$ cat config.mk
export PLATFORM = sky130hd
export DESIGN_NAME = vga_layer_compositor
export DESIGN_NICKNAME = d
export VERILOG_FILES = /design/src/rtl/vga_layer_compositor.sv
export SDC_FILE = /design/constraint.sdc
export NUM_CORES = 1
export LEC_CHECK = 0
export BUFFER_PORTS_ARGS = -buffer_cell sky130_fd_sc_hd__clkbuf_2
export CORE_ASPECT_RATIO = 1.25
export CORE_UTILIZATION = 50
export CTS_BUF_LIST = sky130_fd_sc_hd__clkbuf_4
export DETAILED_ROUTE_END_ITERATION = 12
export HOLD_SLACK_MARGIN = 0.03
export PLACE_DENSITY = 0.74
export SLEW_MARGIN = 10
export SYNTH_ARGS = -nofsm -noshare
export SYNTH_HDL_FRONTEND = slang
export SYNTH_SLANG_ARGS = --single-unit
$ cat constraint.sdc
create_clock -name clk_in -period 4.9 [get_ports clk_in]
set_input_delay 0 -clock clk_in [delete_from_list [all_inputs] [get_ports clk_in]]
set_output_delay 0 -clock clk_in [all_outputs]
set_load 0.05 [all_outputs]
$ cat src/rtl/vga_layer_compositor.sv
// ---------------------------------------------------------------------------
// vga_layer_compositor
//
// Two-stage pixel compositor that stacks NUM_LAYERS RGB sources on top of a
// background fill colour. Layer 0 is the bottom layer; the highest index is
// on top. Each layer can be enabled, 50% blended with the result beneath it,
// or blinked on frame_count[BLINK_BIT]. Layer controls are written into a
// shadow set and copied to the active set only on a vsync rising edge, so a
// frame is never composited with mixed settings.
//
// Ports
//   clk_in, rst_in          pixel clock, asynchronous active-high reset
//   layer_pixel_in          NUM_LAYERS packed pixels, layer i at [i*PW +: PW]
//   layer_opaque_in         per-layer "pixel present" flags
//   hsync_in/vsync_in/blank_in  timing aligned with the pixels
//   cfg_write_in            strobe that loads the shadow configuration
//   cfg_enable_in/cfg_blend_in/cfg_blink_in/cfg_fill_in  shadow values
//   pixel_out               composited pixel, 2 cycles after input
//   hsync_out/vsync_out/blank_out  timing delayed by the same 2 cycles
//   frame_count_out         frame counter, increments on vsync rising edge
//   cfg_pending_out         shadow written but not yet applied
// ---------------------------------------------------------------------------
module vga_layer_compositor #(
   parameter int NUM_LAYERS      = 4,
   parameter int PIXEL_WIDTH     = 12,
   parameter int FRAME_CNT_WIDTH = 8,
   parameter int BLINK_BIT       = 4
) (
   input  logic                              clk_in,
   input  logic                              rst_in,
   input  logic [NUM_LAYERS*PIXEL_WIDTH-1:0] layer_pixel_in,
   input  logic [NUM_LAYERS-1:0]             layer_opaque_in,
   input  logic                              hsync_in,
   input  logic                              vsync_in,
   input  logic                              blank_in,
   input  logic                              cfg_write_in,
   input  logic [NUM_LAYERS-1:0]             cfg_enable_in,
   input  logic [NUM_LAYERS-1:0]             cfg_blend_in,
   input  logic [NUM_LAYERS-1:0]             cfg_blink_in,
   input  logic [PIXEL_WIDTH-1:0]            cfg_fill_in,
   output logic [PIXEL_WIDTH-1:0]            pixel_out,
   output logic                              hsync_out,
   output logic                              vsync_out,
   output logic                              blank_out,
   output logic [FRAME_CNT_WIDTH-1:0]        frame_count_out,
   output logic                              cfg_pending_out
);

   localparam int CW = PIXEL_WIDTH / 3;

   // Per-channel 50% mix; the CW+1 bit sum is truncated, no rounding.
   function automatic logic [PIXEL_WIDTH-1:0] avg_pix(
      input logic [PIXEL_WIDTH-1:0] a,
      input logic [PIXEL_WIDTH-1:0] b
   );
      logic [PIXEL_WIDTH-1:0] res;
      logic [CW:0]            sum;
      res = '0;
      for (int c = 0; c < 3; c++) begin
         sum = {1'b0, a[c*CW +: CW]} + {1'b0, b[c*CW +: CW]};
         res[c*CW +: CW] = sum[CW:1];
      end
      return res;
   endfunction

   // Configuration / frame control
   logic                       vsync_q;
   logic                       frame_edge;
   logic                       pending;
   logic [FRAME_CNT_WIDTH-1:0] frame_cnt;
   logic [NUM_LAYERS-1:0]      sh_enable, sh_blend, sh_blink;
   logic [PIXEL_WIDTH-1:0]     sh_fill;
   logic [NUM_LAYERS-1:0]      act_enable, act_blend, act_blink;
   logic [PIXEL_WIDTH-1:0]     act_fill;

   // vsync_q resets low, so vsync held high across reset release counts as an edge.
   assign frame_edge = vsync_in & ~vsync_q;

   always_ff @(posedge clk_in or posedge rst_in) begin
      if (rst_in) begin
         vsync_q    <= 1'b0;
         pending    <= 1'b0;
         frame_cnt  <= '0;
         sh_enable  <= '1;
         sh_blend   <= '0;
         sh_blink   <= '0;
         sh_fill    <= '0;
         act_enable <= '1;
         act_blend  <= '0;
         act_blink  <= '0;
         act_fill   <= '0;
      end else begin
         vsync_q <= vsync_in;
         if (frame_edge)
            frame_cnt <= frame_cnt + FRAME_CNT_WIDTH'(1);
         if (cfg_write_in) begin
            sh_enable <= cfg_enable_in;
            sh_blend  <= cfg_blend_in;
            sh_blink  <= cfg_blink_in;
            sh_fill   <= cfg_fill_in;
         end
         // Active takes the shadow value from before any same-cycle write.
         if (frame_edge && pending) begin
            act_enable <= sh_enable;
            act_blend  <= sh_blend;
            act_blink  <= sh_blink;
            act_fill   <= sh_fill;
         end
         // A write on the edge cycle keeps pending set for the next frame.
         if (cfg_write_in)
            pending <= 1'b1;
         else if (frame_edge)
            pending <= 1'b0;
      end
   end

   // ---- Stage 1: capture pixels, timing and per-pixel configuration ----
   logic [NUM_LAYERS*PIXEL_WIDTH-1:0] pix_p1;
   logic [NUM_LAYERS-1:0]             vis_p1, blend_p1;
   logic [PIXEL_WIDTH-1:0]            fill_p1;
   logic                              hsync_p1, vsync_p1, blank_p1;
   logic [NUM_LAYERS-1:0]             vis_p0;

   assign vis_p0 = layer_opaque_in & act_enable &
                   ~(act_blink & {NUM_LAYERS{frame_cnt[BLINK_BIT]}});

   always_ff @(posedge clk_in or posedge rst_in) begin
      if (rst_in) begin
         pix_p1   <= '0;
         vis_p1   <= '0;
         blend_p1 <= '0;
         fill_p1  <= '0;
         hsync_p1 <= 1'b0;
         vsync_p1 <= 1'b0;
         blank_p1 <= 1'b0;
      end else begin
         pix_p1   <= layer_pixel_in;
         vis_p1   <= vis_p0;
         blend_p1 <= act_blend;
         fill_p1  <= act_fill;
         hsync_p1 <= hsync_in;
         vsync_p1 <= vsync_in;
         blank_p1 <= blank_in;
      end
   end

   // ---- Stage 2: bottom-to-top composite, blanking ----
   logic [PIXEL_WIDTH-1:0] acc_p1;

   always_comb begin
      acc_p1 = fill_p1;
      for (int i = 0; i < NUM_LAYERS; i++) begin
         if (vis_p1[i])
            acc_p1 = blend_p1[i] ? avg_pix(acc_p1, pix_p1[i*PIXEL_WIDTH +: PIXEL_WIDTH])
                                 : pix_p1[i*PIXEL_WIDTH +: PIXEL_WIDTH];
      end
   end

   logic [PIXEL_WIDTH-1:0] pixel_p2;
   logic                   hsync_p2, vsync_p2, blank_p2;

   always_ff @(posedge clk_in or posedge rst_in) begin
      if (rst_in) begin
         pixel_p2 <= '0;
         hsync_p2 <= 1'b0;
         vsync_p2 <= 1'b0;
         blank_p2 <= 1'b0;
      end else begin
         pixel_p2 <= blank_p1 ? '0 : acc_p1;
         hsync_p2 <= hsync_p1;
         vsync_p2 <= vsync_p1;
         blank_p2 <= blank_p1;
      end
   end

   assign pixel_out       = pixel_p2;
   assign hsync_out       = hsync_p2;
   assign vsync_out       = vsync_p2;
   assign blank_out       = blank_p2;
   assign frame_count_out = frame_cnt;
   assign cfg_pending_out = pending;

endmodule

# == Word-level counts from Yosys, hierarchy flattened ==
# Index checks and enable logic that the tools add are counted.
# word_totals
reg_bits,143
inputBits,82
out_inout_bits,24
ram_bits,0
memories,0
mem_bits_ro,0
elab_cells,53
latch_bits,0
# op_classes
n_mux,11
eq_ne,0
bitwise_logic,6
add_sub_neg,13
div,0
multipliers,0
shifts,0
order_cmp,0
reduce_logical,2
# ops
op,n
two-way mux 12 bit,9
adder 4 x 4 -> 5 bit,12
bitwise AND 4 bit,3
"adder 8 x 1 -> 8 bit, second input constant",1
inverter 4 bit,1
two-way mux 1 bit,2
nonzero test 2 bit,1
bitwise AND 1 bit,1
logical AND 1 bit,1
inverter 1 bit,1

# == Depth between registers and ports, before layout ==
# depth
ltp_word,13
ltp_mapped,25
ltp_nobuf,25

# == Worst setup path after synthesis ==
# No wires, ideal clock.
# synth_timing
path_type,reg-to-reg
start,reg fill_p1[4]
end,"reg pixel_p2[6], in the netlist pixel_out[6]"
arrival_time_ps,4562
path_slack_ps,244
setup_ps,94
n_path_buf,0
stages_incl_launch_ff,22
required_ps,4806
path_cell_list,dfrtp_1 -> and2_1 -> fa_1 -> mux2i_1 -> a21oi_1 -> nand2_1 -> fa_1 -> nor2b_1 -> o21ai_0 -> o21ai_0 -> mux2i_1 -> ha_1 -> and3_1 -> a221oi_1 -> mux2i_1 -> o2bb2ai_1 -> inv_1 -> ha_1 -> a21oi_1 -> nand3_1 -> mux2_1 -> a221oi_2
# synth_via
elab_chain_cells,13
# synth_rtl
element,line,source
"start, declared",120,logic [PIXEL_WIDTH-1:0] fill_p1;
"start signal, assigned",140,fill_p1 <= act_fill;
adder 4 x 4 -> 5 bit,60,"sum = {1'b0, a[c*CW +: CW]} + {1'b0, b[c*CW +: CW]};"
two-way mux 12 bit,154,"acc_p1 = blend_p1[i] ? avg_pix(acc_p1, pix_p1[i*PIXEL_WIDTH +: PIXEL_WIDTH])"
two-way mux 12 bit (*),153,if (vis_p1[i])
adder 4 x 4 -> 5 bit,60,
two-way mux 12 bit,154,
two-way mux 12 bit (*),153,
adder 4 x 4 -> 5 bit,60,
two-way mux 12 bit,154,
two-way mux 12 bit (*),153,
adder 4 x 4 -> 5 bit,60,
two-way mux 12 bit,154,
two-way mux 12 bit (*),153,
two-way mux 12 bit (*),169,pixel_p2 <= blank_p1 ? '0 : acc_p1;
"end signal, assigned",169,
"end, declared",159,logic [PIXEL_WIDTH-1:0] pixel_p2;
# Mark *: on every way between the ends. The rest lies on a longest branch, timed or not.
# A chain may end at the register's enable or synchronous reset.

# == Final worst setup path ==
# layout_timing
start,reg fill_p1[8]
end,"reg pixel_p2[11], in the netlist pixel_out[11]"
# The elaborated chain is that of the path after synthesis.

==> reports/results.ini <==
[global_routing]
overflow = 0
grt_max_degree = 85
grt_pass1_wl_um = 26200
grtUsageTotal_pct = 23.1
antenna_found_initial = 1
grt_pass1_vias = 5785

[timing]
grt_setup_unrepaired = true
max_freq_ghz = 0.207
setup_viol = 0
relSlewSlack_pct = 31.7
slew_viol_final = 0
finalCriticalPeriod_ns = 4.83
hold_violations = 0
fin_skew_ns = 0.0153
tightestPinTransition_ns = 1.02
fin_crit_sh_pct = 98.5

[power]
power.share.clock_pct = 17.8
swShare_pct = 38.7
pwr-share-comb_pct = 45.3
leakage_nw = 4.34
cellPowerDensity_nw_per_um2 = 445
seq_power_share_pct = 36.8
total_power_mw = 4.23
intPower_mw = 2.59
p_sw_mw = 1.64
ir_worst_vdd_mv = 0.342

[worst_setup_path]
crit_slowest_cell = ha_2
cp.required_ns = 5.33
critical-path-max-stage-delay_ns = 0.40
setup.worst_path.start_class = register
worstSetupPathType = register to register
arrival_ns = 5.26
critPathMaxFanout = 4
critical_path.startpoint = fill_p1[8]$_DFF_PP0_
reg2reg_depth = 25
path_common_cell = a21o_1
critPathCaptureType = register
r2r-start = fill_p1[8]$_DFF_PP0_

[logic_synthesis]
synth_edf_count = 0
syn_area_per_cell_um2 = 11.5
ys_seq_area_share_pct = 50.2
synth_async_sr_flop_share_pct = 100
ys.flop_type = dfrtp_1
syn_nets = 753
synth_top_family_by_area = compound AO/OA/AOI/OAI gates
synthAdderAreaFrac_pct = 9.84
synth_simple_gate_area_share_pct = 11.0
synth_compound_area_share_pct = 12.6
ys.warnings.count = 0
ys_ff_latch = 143
muxShareOfSynthArea_pct = 10.7
synth_xor_area_share_pct = 2.21
synth_area_um2 = 7150
ys_types = 61
syn_inst = 622

[layout]
drive_above_1_share_pct = 35.1
final_util_pct = 68.5
fin_cells = 1026
fin_nets = 968
fillCellCount = 1020
postLayoutCellArea_um2 = 9500
syn_to_final_growth_pct = 32.9

[clock_tree]
cts_sinks = 143
clkTransAtPathRegs_ns = 0.13
clock_path_buffers = 2
cts_tree = yes
root_buffer = clkbuf_4
h-tree-depth = 4
cts_made_buffers = 17
insertion_delay_ns = 0.54

[placed_design]
dpl.cell_count = 889
post_dp_cell_area_um2 = 7900
port_buffers = 105
globalplace.congestion = 0.872
hpwl_um = 10900

[run_status]
status = complete, no violations

[routing]
wire_per_inst_um = 15.6
vias_per_cell = 5.44
ant_nets = 0
drtPass1Iterations = 4
drc = 0
finalWirelength_um = 16000
drtIter0Drc = 244
via_count = 5579

[floorplan]
die_h_um = 136
core_area_um2 = 13900
rows = 48
die_x_um = 109
die_area_um2 = 14800
io_pins = 106
start_util_pct = 51.5

[run]
max_cap_viol_count = 0

[min_path]
min_path_type = primary input to register
holdCritStartpoint = layer_pixel_in[19]
hold_depth = 2

power by group through the flow:
stage / registers (mW) / clock network [mW] / logic [mW]
after floorplan: 1.69 / 0 / 1.03
after global placement: 1.56 / 0 / 1.46
after detailed placement: 1.57 / 0 / 1.55
after CTS: 1.55 / 0.779 / 1.69
after global routing: 1.59 / 0.830 / 2.10
final: 1.56 / 0.754 / 1.92
per-stage QoR:
step	setup TNS, ns	setup WS (ns)	hold slack (ns)
2_1_floorplan	0	0.244	0.0314
3_3_place_gp	0	0.0496	0.109
3_5_place_dp	-0.698	-0.256	0.110
4_1_cts	-0.00206	-0.00206	0.0360
5_1_grt	-0.995	-0.231	0.0435
6_report	0	0.0717	0.0955
path summary, 6_finish.rpt:
kind	endpoint	slack, ns
worst max-delay path	pixel_out[11]$_DFF_PP0_	0.07
worst min-delay path	pix_p1[19]$_DFF_PP0_	0.1
worst max register to register	pixel_out[11]$_DFF_PP0_	0.07
worst min register to register	hsync_out$_DFF_PP0_	0.36
max in group asynchronous	fill_p1[10]$_DFF_PP0_	3.55
min in group asynchronous	hsync_out$_DFF_PP0_	0.13
what timing repair did:
item                                   4_1_cts  5_1_grt
buffers inserted                             9       15
endpoints found under the hold margin      167        0
gates resized for setup                     13       58
hold buffers                                80        0
gates cloned                                 0        0
setup endpoints to repair                    5       11
pin swaps                                    5       31
layout make-up:
class | instances | area, µm² | area share (%)
clock inverter | 14 | 153 | 1.61
timing repair buffer | 223 | 1630 | 17.1
antenna | 1 | 2.50 | 0.0263
inverter | 35 | 136 | 1.44
clock buffer | 18 | 135 | 1.42
sequential | 143 | 3590 | 37.8
multi-input combinational | 417 | 3640 | 38.3
tap | 175 | 219 | 2.31
worst max-delay path: cells and delay by family (launching register included):
family | cells | cell delay (ns)
buffers and inverters | 1 | 0.14
AOI/OAI and AO/OA | 13 | 1.89
adders and majority gates | 4 | 1.37
DFF | 1 | 0.39
muxes | 1 | 0.27
and+or+nand+nor | 6 | 0.65
kinds of logic (layout without fill, tap and decap cells):
logic type	after synthesis	in the layout
AO/OA/AOI/OAI	131	131
other	0	1
adder cells (fa/ha/maj)	49	49
buffers and inverters	62	290
AND/OR/NAND/NOR	149	149
multiplexers	70	70
flip-flops	143	143
XOR/XNOR	18	18
Yosys cell counts, types with 7 or more instances:
cell / n / area share (%)
inv_1: 34 / 1.8
dfrtp_1: 135 / 47
nor2_1: 37 / 1.9
fa_1: 12 / 3.4
o21ai_0: 25 / 1.8
nand2b_1: 8 / 0.70
nand3_1: 13 / 0.91
mux2_2: 51 / 8.0
a21oi_1: 32 / 2.2
nand2_1: 33 / 1.7
ha_1: 37 / 6.5
buf_2: 7 / 0.49
nand3b_1: 8 / 0.84
nor2b_1: 14 / 1.2
a211oi_1: 7 / 0.74
o211ai_1: 10 / 1.1
xnor2_1: 15 / 1.8
mux2i_1: 18 / 2.5
dfstp_2: 8 / 2.9
a21o_1: 8 / 0.84
clkbuf_1: 14 / 0.74
layout by cell type (no fill, tap or decap), types with 15 or more instances in the layout:
cell type,instances
dfrtp_1,135
clkbuf_2,105
dlygate4sd3_1,80
mux2_2,50
nor2_1,37
buf_4,36
nand2_1,32
inv_1,32
ha_1,26
a21oi_1,25
clkbuf_4,18
o21ai_0,15
state kept, by name, summed over array words and instances, names as in the netlist:
name             count
act_blend            4
act_blink            4
act_enable           4
act_fill            12
blank_out            1
blank_p1             1
blend_p1             4
cfg_pending_out      1
fill_p1             12
frame_count_out      8
hsync_out            1
hsync_p1             1
pix_p1              48
pixel_out           12
sh_blend             4
sh_blink             4
sh_enable            4
sh_fill             12
vis_p1               4
vsync_out            1
vsync_p1             1
layer usage:
metal	GRT usage (%)	wire, µm	vias up
met5	0	0	-
met4	12.3	548	0
met3	4.28	500	46
met2	40.3	8390	143
met1	26.6	6580	2732
li1	-	-	2658
Note: power is estimated with default switching activity, not from simulation.
